==> src/rtl/result_checker_pkg.sv <==
// Shared types and constants for the result BRAM checker.
// Holds the sweep FSM encoding and the pipeline depth between address issue and accumulation.
package result_checker_pkg;

    typedef enum logic [1:0] {
        ST_IDLE  = 2'd0,
        ST_READ  = 2'd1,
        ST_DRAIN = 2'd2,
        ST_DONE  = 2'd3
    } state_t;

    localparam int PIPE_LAT = 3;

    function automatic int clog2(input int value);
        int r;
        r = 0;
        while ((1 << r) < value) begin
            r = r + 1;
        end
        return r;
    endfunction

endpackage

==> src/rtl/result_checker_popcount.sv <==
// Combinational count of set bits in one XOR word.
// The parent registers the result as part of its accumulation stage.
module popcount
    import result_checker_pkg::*;
#(
    parameter int W = 18,
    localparam int POP_W = clog2(W + 1)
) (
    input  logic [W-1:0]     bits,
    output logic [POP_W-1:0] count
);

    always_comb begin
        count = '0;
        for (int i = 0; i < W; i++) begin
            count = count + POP_W'(bits[i]);
        end
    end

endmodule

==> config.mk <==
export PLATFORM = sky130hd
export DESIGN_NAME = popcount
export DESIGN_NICKNAME = d
export VERILOG_FILES = /design/src/rtl/result_checker_pkg.sv /design/src/rtl/result_checker_popcount.sv
export SDC_FILE = /design/constraint.sdc
export NUM_CORES = 1
export LEC_CHECK = 0
export BUFFER_PORTS_ARGS = -buffer_cell sky130_fd_sc_hd__buf_4
export CAP_MARGIN = 15
export CORE_AREA = 3 3 40 42
export DETAILED_ROUTE_END_ITERATION = 10
export DIE_AREA = 0 0 43 45
export GPL_TIMING_DRIVEN = 1
export PLACE_DENSITY = 0.66
export SLEW_MARGIN = 20
export SYNTH_ARGS = -nofsm -noshare
export SYNTH_HDL_FRONTEND = slang
export SYNTH_SLANG_ARGS = --single-unit
export TNS_END_PERCENT = 5
==> constraint.sdc <==
create_clock -name vclk -period 4.2
set_input_delay 0.21 -clock vclk [all_inputs]
set_output_delay 0.21 -clock vclk [all_outputs]
set_load 0.1 [all_outputs]
==> results.toml <==
[min_path]
min_path_cells = 3
min_from = "bits[2]"
hold_class = "in2out"
min_to = "count[0]"

[final_layout]
seq_cells = 0
nNetsFinal = 121
n_antenna_cell = 0
final_cell_mix = "inv_1, buf_4, fa_1, ha_1"
drive_gt1_frac = 0.420
stdcell_count = 96
layout_commonest_cell = "inv_1"
final_core_util = 0.606
regArea_sq_um = 0
syn2layout_area_growth_pct = 55.5
num-clock-buffers = 0

[grt]
grt_pass1_vias = 453
grt_usage = 0.115
grt_pass1_wl_um = 1770
grt_max_degree = 4
overflow = 0
antenna_found_initial = 0

[critical_path]
critPathKind = "in2out"
startpoint = "bits[15]"
path_cells = "buf_6, inv_2, fa_1, fa_1, fa_1, fa_1, fa_1, inv_1, ha_2, inv_2, fa_2, nor2b_1, o21ai_1, nand2b_1, buf_12"
cp-start-kind = "primary input"
critical_path.endpoint_type = "output port"
crit_required_ns = 3.99
cpMostUsedCell = "fa_1"
worst_path_max_delay_cell = "fa_1"
crit_fanout = 2
crit_arrival_ns = 3.94
max_stage_delay_ns = 0.56

[sta]
fin_crit_sh = 0.987
grt_setup_unrepaired = "yes"
worst_slew_pin_slew_ns = 0.278
setup_viol = 0
tns_ns = 0
max_freq_mhz = 241
hold_slack_ns = 0.925
fin_crit_ns = 4.15
hold_violations = 0
final-max-slew-violation-count = 0
max_slew_margin = 0.816

[floorplan]
io_pins = 23
core_area_sq_um = 1280
initial_core_util = 0.389
die_h_um = 45
die_area_sq_um = 1940
fp-row-count = 13
die_x_um = 43

[synth]
synth_compound_area_frac = 0.0425
synth_fa_ha_area_frac = 0.680
synthCells = 56
synth_cell_type_count = 9
syn_nets = 94
synth_top_family_by_area = "adder cells"
ys_warn_count = 0
synthSimpleGateAreaFrac = 0.0250
synth.area.mux_share = 0
netlist_area_sq_um = 500
synth-xor-area-share = 0.0350
ys_seq_area_frac = 0
postSynthAreaPerCell_sq_um = 8.94

[placed_design]
dp_cells = 95
io_buffers = 23
dp_hpwl_um = 855
place.gp.congestion = 0.673

[drt]
drt-wirelength-per-cell_um = 8.95
vias_per_cell = 4.17
post-route-drc-count = 0
ant_nets = 0
vias = 400
drt_iter0_drc = 0
dr.pass1.iters = 1
wirelength_um = 859

[outcome]
status = "complete, no violations"

[clock_tree]
hold_buffers = 0

[run]
max-cap-violations = 0
==> critical path: cells and delay by family <==
family                   cells  cell delay (ns)
AO/OA/AOI/OAI                1             0.07
AND/OR/NAND/NOR              2             0.25
adder cells (fa/ha/maj)      7             3.01
buffers and inverters        5             0.39
==> how the worst max path moves through the flow <==
stage	slack (ns)	to
5_1_grt	-0.11	count[4]
3_5_place_dp	-0.06	count[2]
2_1_floorplan	-0.28	count[2]
6_report	0.05	count[4]
3_3_place_gp	0.006	count[2]
4_1_cts	0.004	count[2]
==> Yosys cell counts (all sizes together) <==
cell	instances	area [sq um]
fa	12	240
a21o	1	7.51
ha	8	100
xnor2	2	17.5
nand2b	1	6.26
a21oi	1	8.76
nor2b	1	6.26
o21ai	1	5.00
inv	29	109
==> routing by layer <==
layer | global-route usage | vias to the layer above | share of wire
met4 | 0 | 0 | 0
met1 | 0.136 | 190 | 0.34
met5 | 0 | - | 0
li1 | - | 198 | -
met3 | 0.00797 | 0 | 0.061
met2 | 0.240 | 12 | 0.60
==> cell type report <==
cell class	count	area, sq um
fill	129	507
inverter	29	109
multi-input combinational	27	423
tap	15	18.8
timing repair buffer	25	228
==> kinds of logic (layout without fill, tap and decap cells) <==
| logic type | after synthesis | count (layout) |
|---|---|---|
| AOI/OAI and AO/OA | 3 | 3 |
| xor gates and xnor gates | 2 | 2 |
| buffers and inverters | 29 | 54 |
| adders and majority gates | 20 | 20 |
| and+or+nand+nor | 2 | 2 |
==> through the flow <==
stage | setup slack [ns] | instance area, sq um
4_1_cts | 0.00362 | 742
3_3_place_gp | 0.00627 | 714
3_5_place_dp | -0.0612 | 714
6_report | 0.0542 | 778
5_1_grt | -0.113 | 778
2_1_floorplan | -0.277 | 515
==> what timing repair did <==
item | CTS | global route
resized for setup | 8 | 10
pin swaps | 8 | 10
buffers inserted | 1 | 0
setup endpoints to repair | 2 | 4
endpoints found under the hold margin | 0 | 0
Power is left out: the tool's default activity adds up to more than one toggle a clock period on the data nets, which glitch-free logic cannot reach.
